## config.mk

```make
export PLATFORM = sky130hd
export DESIGN_NAME = issue_unit
export DESIGN_NICKNAME = d
export VERILOG_FILES = /design/src/rtl/issue_unit.sv
export SDC_FILE = /design/constraint.sdc
export NUM_CORES = 1
export LEC_CHECK = 0
export BUFFER_PORTS_ARGS = -buffer_cell sky130_fd_sc_hd__clkbuf_2
export CAP_MARGIN = 20
export CORE_MARGIN = 2
export CORE_UTILIZATION = 34
export DETAILED_ROUTE_END_ITERATION = 12
export HOLD_SLACK_MARGIN = 0.15
export RECOVER_POWER = 100
export REMOVE_ABC_BUFFERS = 1
export SETUP_SLACK_MARGIN = 0.4
export SLEW_MARGIN = 40
export SYNTH_ARGS = -nofsm -noshare
export SYNTH_HDL_FRONTEND = slang
export SYNTH_SLANG_ARGS = --single-unit
```

## constraint.sdc

```tcl
create_clock -name CLK -period 2.95 [get_ports CLK]
set_input_delay 0.1475 -clock CLK [delete_from_list [all_inputs] [get_ports CLK]]
set_output_delay 0.1475 -clock CLK [all_outputs]
set_load 0.05 [all_outputs]
```

## src/rtl/issue_unit.sv

```systemverilog
// issue_unit -- in-order issue stage between the instruction queue and the
// reservation stations of the Tomasulo core.
//
// Pops one instruction from the queue, reads both source operands (value and
// dependency tag) from the register file, allocates the lowest free station
// of the instruction's class, and renames rd to that station tag. The CDB is
// snooped to free stations and to forward results into operands that are
// still waiting.
//
// Ports
//   CLK, CLR              clock, asynchronous active-low reset
//   vazio, rtr, instrOut  instruction queue: empty flag, pop pulse, head word
//   numR0/1, depR0/1,     register file read: address, tag (0 = ready),
//   dataR0/1              value
//   wren, numW, depW      rename write into the register file dependency field
//   cdbValid/Tag/Data     common data bus broadcast
//   rsWr, rsTag, rsOp,    reservation station write: strobe, station, operation,
//   rsVj/Vk, rsQj/Qk      operand values and tags (0 = ready)
//   rsBusy                station busy vector, bit i-1 = station i
//   err                   one-cycle pulse on an illegal opcode
module issue_unit (
    input  logic        CLK,
    input  logic        CLR,
    input  logic        vazio,
    output logic        rtr,
    input  logic [15:0] instrOut,
    output logic [2:0]  numR0,
    output logic [2:0]  numR1,
    input  logic [2:0]  depR0,
    input  logic [2:0]  depR1,
    input  logic [15:0] dataR0,
    input  logic [15:0] dataR1,
    output logic        wren,
    output logic [2:0]  numW,
    output logic [2:0]  depW,
    input  logic        cdbValid,
    input  logic [2:0]  cdbTag,
    input  logic [15:0] cdbData,
    output logic        rsWr,
    output logic [2:0]  rsTag,
    output logic [1:0]  rsOp,
    output logic [15:0] rsVj,
    output logic [15:0] rsVk,
    output logic [2:0]  rsQj,
    output logic [2:0]  rsQk,
    output logic [4:0]  rsBusy,
    output logic        err
);
    typedef enum logic [1:0] {IDLE = 2'd0, LATCH = 2'd1, READ = 2'd2, ISSUE = 2'd3} state_t;

    state_t      state_reg, state_next;
    logic [15:3] ir_reg;            // bits [2:0] of the instruction carry nothing
    logic [4:0]  busy_reg;
    logic [2:0]  tag_hold_reg, rd_hold_reg;
    logic [1:0]  op_hold_reg;

    logic [3:0]  op;
    logic [2:0]  rd;
    logic        is_nop, is_add, is_mul, is_illegal;
    logic        cdb_live;
    logic [4:0]  cdb_clear, class_mask, alloc_onehot;
    logic [2:0]  alloc_tag;
    logic        in_issue, issue_fire, done, rtr_raw;
    logic [2:0]  dep_in [2];
    logic [15:0] data_in [2];
    logic [2:0]  out_q [2];
    logic [15:0] out_v [2];
    logic        unused_low;

    assign unused_low = ^instrOut[2:0];

    assign op    = ir_reg[15:12];
    assign rd    = ir_reg[11:9];
    assign numR0 = ir_reg[8:6];
    assign numR1 = ir_reg[5:3];

    assign is_nop     = (op == 4'd0);
    assign is_add     = (op == 4'd1) || (op == 4'd2);
    assign is_mul     = (op == 4'd3) || (op == 4'd4);
    assign is_illegal = !(is_nop || is_add || is_mul);

    // Tags 0, 6 and 7 never name a station, so such broadcasts are dropped.
    assign cdb_live   = cdbValid && (cdbTag >= 3'd1) && (cdbTag <= 3'd5);

    assign class_mask = is_add ? 5'b00111 : (is_mul ? 5'b11000 : 5'b00000);

    // Lowest free station of the class, judged on busy bits at cycle start:
    // a CDB free in this cycle only becomes allocatable next cycle.
    always_comb begin
        alloc_tag = 3'd0;
        for (int s = 5; s >= 1; s--) begin
            if (class_mask[s-1] && !busy_reg[s-1]) begin
                alloc_tag = 3'(s);
            end
        end
    end

    assign in_issue   = (state_reg == ISSUE);
    assign issue_fire = in_issue && (alloc_tag != 3'd0);
    assign done       = in_issue && (is_nop || is_illegal || issue_fire);

    genvar gi;
    generate
        for (gi = 0; gi < 5; gi++) begin : g_station
            assign cdb_clear[gi]    = cdb_live && (cdbTag == 3'(gi + 1));
            assign alloc_onehot[gi] = issue_fire && (alloc_tag == 3'(gi + 1));
        end
    endgenerate

    always_comb begin
        state_next = state_reg;
        rtr_raw    = 1'b0;
        case (state_reg)
            IDLE: begin
                if (!vazio) begin
                    rtr_raw    = 1'b1;
                    state_next = LATCH;
                end
            end
            LATCH: state_next = READ;
            READ:  state_next = ISSUE;
            ISSUE: begin
                if (done) begin
                    if (!vazio) begin
                        rtr_raw    = 1'b1;
                        state_next = LATCH;
                    end else begin
                        state_next = IDLE;
                    end
                end
            end
            default: state_next = IDLE;
        endcase
    end

    // rtr is combinational from state and vazio; masking with CLR keeps it
    // low while reset is held even if the queue is non-empty.
    assign rtr  = rtr_raw && CLR;
    assign err  = in_issue && is_illegal;
    assign rsWr = issue_fire;
    assign wren = issue_fire;

    always_ff @(posedge CLK or negedge CLR) begin
        if (!CLR) begin
            state_reg    <= IDLE;
            ir_reg       <= '0;
            busy_reg     <= '0;
            tag_hold_reg <= '0;
            rd_hold_reg  <= '0;
            op_hold_reg  <= '0;
        end else begin
            state_reg <= state_next;
            // A station can only be re-allocated if it was free at cycle start,
            // so the set term never fights a same-cycle clear of a busy station.
            busy_reg  <= (busy_reg & ~cdb_clear) | alloc_onehot;
            if (state_reg == LATCH) begin
                ir_reg <= instrOut[15:3];
            end
            if (issue_fire) begin
                tag_hold_reg <= alloc_tag;
                rd_hold_reg  <= rd;
                op_hold_reg  <= op[1:0] - 2'd1;
            end
        end
    end

    assign dep_in[0]  = depR0;
    assign dep_in[1]  = depR1;
    assign data_in[0] = dataR0;
    assign data_in[1] = dataR1;

    // Per-source operand: captured in READ (with same-cycle CDB forwarding),
    // then kept current by snooping the CDB while the issue is stalled.
    generate
        for (gi = 0; gi < 2; gi++) begin : g_opnd
            logic [2:0]  q_reg, q_hold_reg;
            logic [15:0] v_reg, v_hold_reg;
            logic        read_hit, stall_hit;

            assign read_hit  = cdb_live && (dep_in[gi] != 3'd0) && (cdbTag == dep_in[gi]);
            assign stall_hit = cdb_live && (q_reg == cdbTag);

            always_ff @(posedge CLK or negedge CLR) begin
                if (!CLR) begin
                    q_reg      <= '0;
                    v_reg      <= '0;
                    q_hold_reg <= '0;
                    v_hold_reg <= '0;
                end else begin
                    if (state_reg == READ) begin
                        q_reg <= read_hit ? 3'd0 : dep_in[gi];
                        v_reg <= read_hit ? cdbData : data_in[gi];
                    end else if (in_issue && !done && stall_hit) begin
                        q_reg <= 3'd0;
                        v_reg <= cdbData;
                    end
                    if (issue_fire) begin
                        q_hold_reg <= q_reg;
                        v_hold_reg <= v_reg;
                    end
                end
            end

            assign out_q[gi] = issue_fire ? q_reg : q_hold_reg;
            assign out_v[gi] = issue_fire ? v_reg : v_hold_reg;
        end
    endgenerate

    assign rsTag  = issue_fire ? alloc_tag : tag_hold_reg;
    assign depW   = rsTag;
    assign numW   = issue_fire ? rd : rd_hold_reg;
    assign rsOp   = issue_fire ? (op[1:0] - 2'd1) : op_hold_reg;
    assign rsQj   = out_q[0];
    assign rsQk   = out_q[1];
    assign rsVj   = out_v[0];
    assign rsVk   = out_v[1];
    assign rsBusy = busy_reg;
endmodule
```

==> key figures, run 1 <==
Synth
  • Synth Cell Area: 5550 sq um
  • Register area share after synthesis: 46.9%
  • Synth cell types: 54
  • Yosys reg bits: 104
  • Gate Count Post-Synth: 569
  • Synth warn: 0
  • Number of flops mapped to enable cells by yosys: 0
  • Mapped Avg Cell Area: 9.76 sq um
  • Post-synth ARST share: 100%
  • Ys flop type: dfrtp_1

STA
  • Hold Worst Slack: 0.171 ns
  • Worst rel slew slack: 27.0%
  • Final Max Slew Viols: 0
  • Min Tclk post-route: 2.92 ns
  • Worst Skew: 0.00812 ns
  • Period Utilization, post-route: 99.0%
  • Post-route setup TNS: 0 ns
  • Tightest Pin Transition: 1.10 ns
  • RSZ-0062 raised after global routing: true
  • Endpoints failing setup: 0
  • Fmax: 342 MHz
  • Final Hold Viols: 0

Routing
  • Initial DRC count: 189
  • WL met3: 701 um
  • Residual DRC: 0
  • Routed wire length: 17500 um
  • Post-route antenna net violation count: 0
  • Post-Route M1 WL: 7480 um
  • Max layer used: met4
  • Routed vias/inst: 5.15
  • Via Count: 4978
  • Routed wl met2: 9050 um
  • DRT Pass-1 Iters: 4
  • Routed len/inst: 18.1 um

Clock network
  • H-tree lvl count: 3
  • Num CTS Buffers: 9
  • Clk_lat worst skew: 0.35 ns
  • Clock tree buffer depth: 2
  • Sink Count: 104
  • CTS tree: done
  • Clock slew at reported path FFs: 0.07 ns
  • CTS Root Cell: clkbuf_16

Finish
  • Nets: 831
  • Ant. Diodes: 0
  • Fin area: 8970 sq um
  • Layout Area Growth over Synthesis: 61.6%
  • Share of layout cells above drive strength 1: 49.2%
  • Commonest cells after routing, fill and taps aside: dfrtp_1 (102), clkbuf_2 (75), nand2_1 (69)
  • Commonest non-fill, non-tap cell in the layout: dfrtp_1

Placed design
  • Port Buf Inserts: 137
  • Final HPWL DP: 10400 um
  • Final RePlAce weighted congestion: 0.859
  • Placed inst area: 6590 sq um

Setup path
  • CP endpoint kind: primary output
  • CP top delay family: compound AO/OA/AOI/OAI gates
  • Worst reg2reg setup slack: 0.09 ns
  • Max stage delay on crit path: 0.44 ns
  • Setup crit start kind: register
  • Critical path required time: 2.80 ns
  • Stages on the worst setup path: 10
  • CP Class: register to primary output
  • Reg2Reg Depth: 13
  • CP max stage cell: dfrtp_2
  • Crit path DAT: 2.77 ns
  • Critical-path cell list: inv_2 > ha_4 > or3b_4 > a2111oi_4 > buf_4 > buf_6 > buf_6 > o41ai_1 > a21oi_1 > clkbuf_8
  • FF-to-FF End: g_opnd[0].v_reg[8]
  • Reg-to-Reg Start: ir_reg[12]
  • Largest fanout on the critical path: 4
  • WP buf/inv: 5
  • Critical Path Most Common Cell: buf_6

Global routing
  • Total GRT Usage: 18.4%
  • Largest net degree at the start of global routing: 47
  • First-pass GRT wire length: 25700 um
  • Total global routing overflow: 0
  • Antenna violations before repair: 0
  • Vias in the first global route: 5039

Die
  • Die W: 132 um
  • Die footprint: 17400 sq um
  • # IOs: 141
  • Die height: 132 um
  • Initial Util: 34.8%
  • Core footprint: 15900 sq um
  • Std cell rows: 46

Flow run
  • Max_cap viols: 0

Power and ir drop
  • Total design power: 11100 uW
  • Power per cell area: 1240 nW/um^2
  • Pleak: 0.00378 uW
  • Peak supply drop: 673 uV

Worst hold path
  • Hold Path Sink: state_reg[0]
  • Number of instances on the worst hold path: 3
  • Worst hold start: vazio
  • Worst min-delay path class: primary input to register

Status
  • Run status: finished clean
[cell usage after synthesis, types with 3 or more instances]
| library cell | instances | area, sq um |
|---|---|---|
| inv_1 | 40 | 150 |
| o311ai_2 | 9 | 146 |
| a21oi_1 | 3 | 15.0 |
| nand2_1 | 97 | 364 |
| nor4bb_1 | 4 | 40.0 |
| nand3_1 | 40 | 200 |
| o311ai_0 | 16 | 140 |
| mux2_2 | 49 | 552 |
| nor2b_1 | 19 | 119 |
| o21ai_0 | 49 | 245 |
| clkbuf_1 | 32 | 120 |
| and4_1 | 3 | 26.3 |
| dfrtp_1 | 104 | 2600 |
| nor2_1 | 14 | 52.6 |
| o311ai_1 | 6 | 52.6 |
| ha_1 | 9 | 113 |
| buf_6 | 3 | 33.8 |
| and3_1 | 3 | 18.8 |
| nand2b_1 | 5 | 31.3 |
| nand3b_1 | 4 | 30.0 |
| o31ai_1 | 4 | 30.0 |
| buf_4 | 12 | 90.1 |
[repair_timing]
action / 4_1_cts / 5_1_grt
cloned: 3 / 2
gates resized for setup: 193 / 198
endpoints found under the setup margin: 93 / 90
hold endpoints to repair: 42 / 0
buffers inserted: 15 / 14
hold buffers: 20 / 0
pin swaps: 7 / 18
[layout make-up]
class	count	area [sq um]
Clock buffer	10	239
Clock inverter	6	67.6
Fill cell	1322	6970
Inverter	40	163
Multi-Input combinational cell	376	3510
Sequential cell	104	2610
Tap cell	216	270
Timing Repair Buffer	214	2120
[power by group]
part	leakage (uW)	total (uW)	internal, uW	switching [uW]
Sequential	0.00129	2450	2080	364
Clock	0.000150	1250	686	559
Combinational	0.00234	7400	3120	4280
[worst register-to-register path, stage by stage (launching register included)]
cell and delay [ns]:
dfrtp_2 0.44, inv_2 0.09, ha_4 0.17, or3b_4 0.38, a2111oi_4 0.39, buf_4 0.19
buf_6 0.09, buf_6 0.10, buf_12 0.09, nor4b_4 0.05, buf_6 0.15, and2_4 0.16
buf_12 0.15, o311a_1 0.28
[metrics by stage]
step	util, %	setup WS [ns]	cells
floorplan	-	-2.06	520
global placement	41.3	0.213	896
detailed placement	41.3	0.0836	896
CTS	49.8	0.0775	950
global route	56.3	-0.0851	966
finish	56.3	0.0290	966
[worst max-delay path by stage]
stage	start	endpoint	slack, ns
final	ir_reg[12]	rtr	0.03
after global routing	ir_reg[12]	rtr	-0.09
after CTS	ir_reg[12]	rsVj[12]	0.08
after detailed placement	ir_reg[12]	rsVj[6]	0.08
after global placement	ir_reg[12]	g_opnd[1].v_reg[6]	0.21
after floorplan	ir_reg[12]	tag_hold_reg[0]	-2.06
[routing by layer]
layer,GRT usage [%],vias up
li1,-,2338
met1,22.9,2489
met2,32.0,132
met3,3.96,19
met4,6.10,0
met5,0,-
[cell families (layout without fill, tap and decap cells)]
| group | count (synthesis) | after routing | synth area share (%) |
|---|---|---|---|
| multiplexers | 49 | 49 | 9.93 |
| adder cells (fa/ha/maj) | 9 | 9 | 2.03 |
| flip-flops | 104 | 104 | 46.9 |
| AND/OR/NAND/NOR | 204 | 204 | 18.0 |
| XOR/XNOR | 2 | 2 | 0.315 |
| AO/OA/AOI/OAI | 112 | 112 | 15.5 |
| buffers and inverters | 89 | 270 | 7.28 |
(Power assumes the default switching activity.)
==> inputs of run 2 (changes only) <==
Settings changed: BUFFER_PORTS_ARGS -buffer_cell sky130_fd_sc_hd__clkbuf_2 to -buffer_cell sky130_fd_sc_hd__buf_4, CTS_CLUSTER_DIAMETER set to 100.
==> run 2 against run 1 <==
Effect of this change:
- register-to-register slack better by 0.25 ns
- sequential cell count stayed put
- fmax is 2.0% higher
- critical path depth is 2 lower
- core utilization down 1.3 points
- final cell count decreased by 0.62%
- first-iteration DRC count grew 26%
==> key figures, run 2 (synthesized netlist as in run 1, its figures left out) <==
Setup path
  • WP buf/inv: 3 (-2)
  • CP endpoint kind: primary output
  • CP max stage cell: or3b_4
  • Max stage delay on crit path: 0.40 ns (-0.04 ns)
  • Critical-path cell list: buf_4 > ha_4 > or3b_4 > a2111oi_4 > o21ai_4 > bufbuf_16 > o21ai_2 > buf_6
  • Largest fanout on the critical path: 12 (+8)
  • CP Class: register to primary output
  • CP top delay family: compound AO/OA/AOI/OAI gates
  • Setup crit start kind: register
  • Critical path required time: 2.80 ns (about the same)
  • Crit path DAT: 2.72 ns (-0.05 ns)

Global routing
  • Vias in the first global route: 5045 (+0.12%)
  • Total global routing overflow: 0 (unchanged)
  • First-pass GRT wire length: 26000 um (+1.1%)
  • Largest net degree at the start of global routing: 64 (+36%)
  • Total GRT Usage: 18.6% (+0.20 points)
  • Antenna violations before repair: 0 (unchanged)

Finish
  • Commonest non-fill, non-tap cell in the layout: dfrtp_1
  • Share of layout cells above drive strength 1: 44.1% (-5.1 points)
  • Commonest cells after routing, fill and taps aside: dfrtp_1 (104), buf_4 (94), nand2_1 (85)
  • Fill cell count: 1394 (+5.4%)
  • Ant. Diodes: 0 (unchanged)
  • Nets: 825 (-0.72%)
  • Final non-filler cell total: 960 (-0.62%)
  • Core Util, Final: 55.0% (-1.3 points)
  • Layout Area Growth over Synthesis: 58.0%

Routing
  • Routed len/inst: 18.5 um (+2.3%)
  • DRT Pass-1 Iters: 5 (+1)
  • Via Count: 5014 (+0.72%)
  • Post-route antenna net violation count: 0 (unchanged)
  • Residual DRC: 0 (unchanged)
  • Routed wire length: 17800 um (+1.7%)
  • Initial DRC count: 239 (+26%)
  • Routed vias/inst: 5.22 (+1.4%)

Clock network
  • Sink Count: 104 (unchanged)
  • Clock slew at reported path FFs: 0.07 ns (about the same)
  • H-tree lvl count: 3 (unchanged)
  • Clk_lat worst skew: 0.35 ns (about the same)
  • Num CTS Buffers: 9 (unchanged)
  • Clock tree buffer depth: 2 (unchanged)
  • CTS Root Cell: clkbuf_16
  • CTS tree: done

Die
  • Initial Util: 34.8% (unchanged)
  • Die footprint: 17400 sq um (unchanged)
  • Die W: 132 um (unchanged)
  • Die height: 132 um (unchanged)
  • Core footprint: 15900 sq um (unchanged)
  • Std cell rows: 46 (unchanged)
  • # IOs: 141 (unchanged)

Flow run
  • Max_cap viols: 0 (unchanged)

STA
  • Endpoints failing setup: 0 (unchanged)
  • Tightest Pin Transition: 1.35 ns (+0.252 ns)
  • RSZ-0062 raised after global routing: true
  • Worst Skew: 0.00588 ns (-0.00225 ns)
  • Min Tclk post-route: 2.86 ns (-0.0585 ns)
  • Period Utilization, post-route: 97.0% (-2.0 points)
  • Final Hold Viols: 0 (unchanged)
  • Final Max Slew Viols: 0 (unchanged)
  • Fmax: 349 MHz (+2.0%)
  • Worst rel slew slack: 10.2% (-17 points)

Placed design
  • Final HPWL DP: 10300 um (-1.2%)
  • Port Buf Inserts: 137 (unchanged)
  • Final RePlAce weighted congestion: 0.810 (-5.7%)
  • Placed cell count: 889 (-0.78%)

Worst hold path
  • Worst min-delay path class: primary input to register

Power and ir drop
  • Power per cell area: 1190 nW/um^2 (-3.4%)
  • Pleak: 0.00375 uW (-0.85%)
  • Total design power: 10500 uW (-5.6%)
  • Peak supply drop: 618 uV (-8.0%)

Status
  • Run status: finished clean
## run 2: cell types whose count changed in the layout (fill, tap and decap cells not counted), moves of 8 or more
cell	before	now
clkbuf_2	75	1
o21ai_4	23	12
nand2_1	69	85
o21ai_2	10	19
nand2_2	22	4
buf_4	25	94
mux2_2	49	41
buf_6	20	54
buf_8	33	8
mux2_4	0	8
## run 2: worst min-delay path, delay by kind of cell
| family | cells | cell delay [ns] |
|---|---|---|
| buffers and inverters | 1 | 0.17 |
| AO/OA/AOI/OAI | 2 | 0.16 |
## run 2: final cells by class
type,instances,area [sq um],share of cell area [%]
inverters,40,150,1.71
clock buffers,12,256,2.92
repair buffers,208,2050,23.4
clock inverters,4,28.8,0.328
flip-flops and latches,104,2600,29.7
multi-input cells,376,3420,38.9
well taps,216,270,3.08
## run 2: per-stage QoR
stage / setup TNS [ns] / hold slack, ns / setup WS [ns] / cell area [sq um]
2_1_floorplan: -100.11 / -0.148 / -2.06 / 5300
3_3_place_gp: 0 / 0.227 / 0.225 / 6790
3_5_place_dp: 0 / 0.238 / 0.0855 / 6790
4_1_cts: 0 / 0.154 / 0.0913 / 7650
5_1_grt: -0.00143 / 0.195 / -0.00107 / 8770
6_report: 0 / 0.176 / 0.0875 / 8770
## run 2: per-layer routing
metal  up-vias  share of wire, %  global-route usage, %
met1      2508                42                   23.5
met2       149                51                   32.0
met3        23               4.7                   3.61
li1       2334                 -                      -
met4         0               2.0                   6.64
met5         -                 0                      0
## run 2: where the power goes
group          internal [uW]  switching (uW)
combinational           2770            4120
clock                    620             541
sequential              2080             339
total                   5470            5000
## run 2: timing repair
action | 4_1_cts | 5_1_grt
buffers inserted | 7 | 17
hold endpoints to repair | 71 | 0
resized for setup | 92 | 179
hold buffers | 25 | 0
gates cloned | 2 | 4
endpoints found under the setup margin | 85 | 78
pin swaps | 4 | 24
## run 2: worst paths after layout
path	start	end	slack, ns	depth (start not counted)
min in group asynchronous	CLR	g_opnd[0].q_reg[1]	0.64	2
worst min register to register	g_opnd[0].v_hold_reg[12]	g_opnd[0].v_hold_reg[12]	0.48	2
worst max-delay path	ir_reg[13]	rsVj[11]	0.09	8
max in group asynchronous	CLR	ir_reg[14]	0.88	3
worst max register to register	ir_reg[13]	g_opnd[1].v_reg[4]	0.34	11
worst min-delay path	cdbTag[0]	rsBusy[1]	0.18	3
==> inputs of run 3 (changes only) <==
Settings changed: CORE_MARGIN 2 to 1.5.
==> run 3 against run 2 <==
Effect of this change:
- cell area rose by 8.5%
- highest routed layer unchanged
- sequential share of layout area shrank 2.3 points
- core utilization grew 4.7 points
- sequential cell count did not move
- largest cell class unchanged
- critical path depth rose by 4
==> key figures, run 3 (synthesized netlist as in run 1, its figures left out) <==
Setup path
  • Setup crit start kind: register
  • Crit path DAT: 2.77 ns (+0.05 ns)
  • CP Class: register to primary output
  • Largest fanout on the critical path: 5 (-7)
  • Critical path required time: 2.80 ns (about the same)
  • Worst reg2reg setup slack: 0.21 ns (-0.13 ns)
  • CP endpoint kind: primary output

Clock network
  • CTS tree: done
  • Num CTS Buffers: 9 (unchanged)
  • H-tree lvl count: 3 (unchanged)
  • Clock slew at reported path FFs: 0.07 ns (about the same)
  • CTS Root Cell: clkbuf_16
  • Sink Count: 104 (unchanged)
  • Clock tree buffer depth: 2 (unchanged)
  • Clk_lat worst skew: 0.36 ns (about the same)

Die
  • Std cell rows: 46 (unchanged)
  • Die footprint: 17100 sq um (-1.5%)
  • Core footprint: 15900 sq um (unchanged)
  • # IOs: 141 (unchanged)
  • Initial Util: 34.8% (unchanged)
  • Die height: 131 um (-0.76%)
  • Die W: 131 um (-0.76%)

Placed design
  • Final RePlAce weighted congestion: 0.832 (+2.7%)
  • Port Buf Inserts: 137 (unchanged)
  • Final HPWL DP: 9930 um (-3.9%)

Finish
  • Commonest cells after routing, fill and taps aside: buf_4 (110), dfrtp_1 (103), nand2_1 (67)
  • Register area: 2600 sq um (about the same)
  • Area of the multi-input gates: 3770 sq um (+10%)
  • Layout Area Growth over Synthesis: 71.4%
  • Fill cell count: 1292 (-7.3%)
  • Share of layout cells above drive strength 1: 51.9% (+7.8 points)
  • Nets: 850 (+3.0%)
  • Commonest non-fill, non-tap cell in the layout: buf_4
  • Ant. Diodes: 0 (unchanged)

Routing
  • Via Count: 5043 (+0.58%)
  • Routed wire length: 18200 um (+2.4%)
  • Residual DRC: 0 (unchanged)
  • Post-route antenna net violation count: 0 (unchanged)
  • Routed len/inst: 18.5 um (-0.20%)
  • Initial DRC count: 200 (-16%)
  • DRT Pass-1 Iters: 4 (-1)
  • Routed vias/inst: 5.12 (-2.0%)

STA
  • Hold Worst Slack: 0.184 ns (+0.00864 ns)
  • Tightest Pin Transition: 1.20 ns (-0.145 ns)
  • Period Utilization, post-route: 98.9% (+1.9 points)
  • Post-route setup TNS: 0 ns (unchanged)
  • Fmax: 343 MHz (-1.9%)
  • Worst rel slew slack: 19.9% (+9.7 points)
  • Final Max Slew Viols: 0 (unchanged)
  • Min Tclk post-route: 2.92 ns (+0.0564 ns)
  • Endpoints failing setup: 0 (unchanged)
  • RSZ-0062 raised after global routing: true
  • Worst Skew: 0.00593 ns (+0.0000543 ns)
  • Final Hold Viols: 0 (unchanged)

Global routing
  • Largest net degree at the start of global routing: 109 (+70%)
  • First-pass GRT wire length: 26700 um (+2.9%)
  • Vias in the first global route: 4967 (-1.5%)
  • Total global routing overflow: 0 (unchanged)
  • Total GRT Usage: 20.8% (+2.2 points)
  • Antenna violations before repair: 0 (unchanged)

Power and ir drop
  • Net Sw Power: 5360 uW (+7.1%)
  • Combinational power share: 66.4% (+0.6 points)
  • Switching share of power: 47.1% (-0.67 points)
  • Power per cell area: 1200 nW/um^2 (+0.16%)
  • Clock Power Share: 11.7% (+0.6 points)
  • Sequential group share of total power: 21.8% (-1.3 points)
  • Peak supply drop: 765 uV (+24%)
  • Pleak: 0.00396 uW (+5.7%)
  • Internal Power: 6020 uW (+10%)

Worst hold path
  • Worst min-delay path class: primary input to register

Status
  • Run status: finished clean

Flow run
  • Max_cap viols: 0 (unchanged)
## run 3: path summary, 6_finish.rpt
| kind | from | endpoint | cells after the start |
|---|---|---|---|
| min in group asynchronous | CLR | rsBusy[0] | 2 |
| hold reg to reg | g_opnd[1].v_hold_reg[7] | g_opnd[1].v_hold_reg[7] | 2 |
| setup reg to reg | ir_reg[13] | g_opnd[0].v_reg[0] | 12 |
| max in group asynchronous | CLR | ir_reg[12] | 3 |
| setup / recovery | ir_reg[13] | rsVk[11] | 12 |
| hold / removal | cdbData[8] | g_opnd[0].v_reg[8] | 4 |
## run 3: area by class of cell
type | count | share of cell area, %
Sequential cell | 104 | 27.4
Timing Repair Buffer | 232 | 25.1
Clock inverter | 4 | 0.802
Clock buffer | 12 | 2.59
Inverter | 40 | 1.74
Multi-Input combinational cell | 377 | 39.6
Tap cell | 216 | 2.84
## run 3: power groups by stage
stage                     clock network [uW]  logic [uW]  registers [uW]
final                                   1330        7560            2480
after global routing                    1430        7970            2560
after CTS                               1360        6420            2410
after detailed placement                   0        4950            2400
after global placement                     0        4870            2370
after floorplan                            0        3240            2580
## run 3: layer usage
metal / global-route usage (%) / up-vias / wire length, um
met1: 27.0 / 2527 / 8150
met3: 5.29 / 18 / 842
met2: 34.7 / 120 / 9000
met4: 5.37 / 0 / 215
li1: - / 2378 / -
met5: 0 / - / 0
## run 3: metrics by stage
step	setup slack [ns]	utilization, %	cells	area (sq um)	power (uW)
3_3_place_gp	0.306	42.7	891	6800	7240
2_1_floorplan	-2.06	-	520	5300	5830
4_1_cts	0.0585	53.7	966	8570	10200
3_5_place_dp	0.208	42.7	891	6800	7350
5_1_grt	-0.0736	59.7	985	9520	12000
6_report	0.0311	59.7	985	9520	11400
## run 3: repair_timing
action,in CTS,in global routing
setup endpoints to repair,83,90
hold buffers,26,0
gates cloned,8,2
gates resized for setup,205,152
buffers inserted,25,17
endpoints found under the hold margin,66,0
pin swaps,15,20
## run 3: worst max-delay path, stage by stage, from the launching register on
cell and delay [ns]:
dfrtp_1 0.43, inv_2 0.07, ha_4 0.16, or3b_4 0.40, a2111oi_4 0.42, o21ai_4 0.11
buf_12 0.17, buf_12 0.13, buf_16 0.13, buf_12 0.12, nand2_4 0.05, o21ai_4 0.05
buf_6 0.15
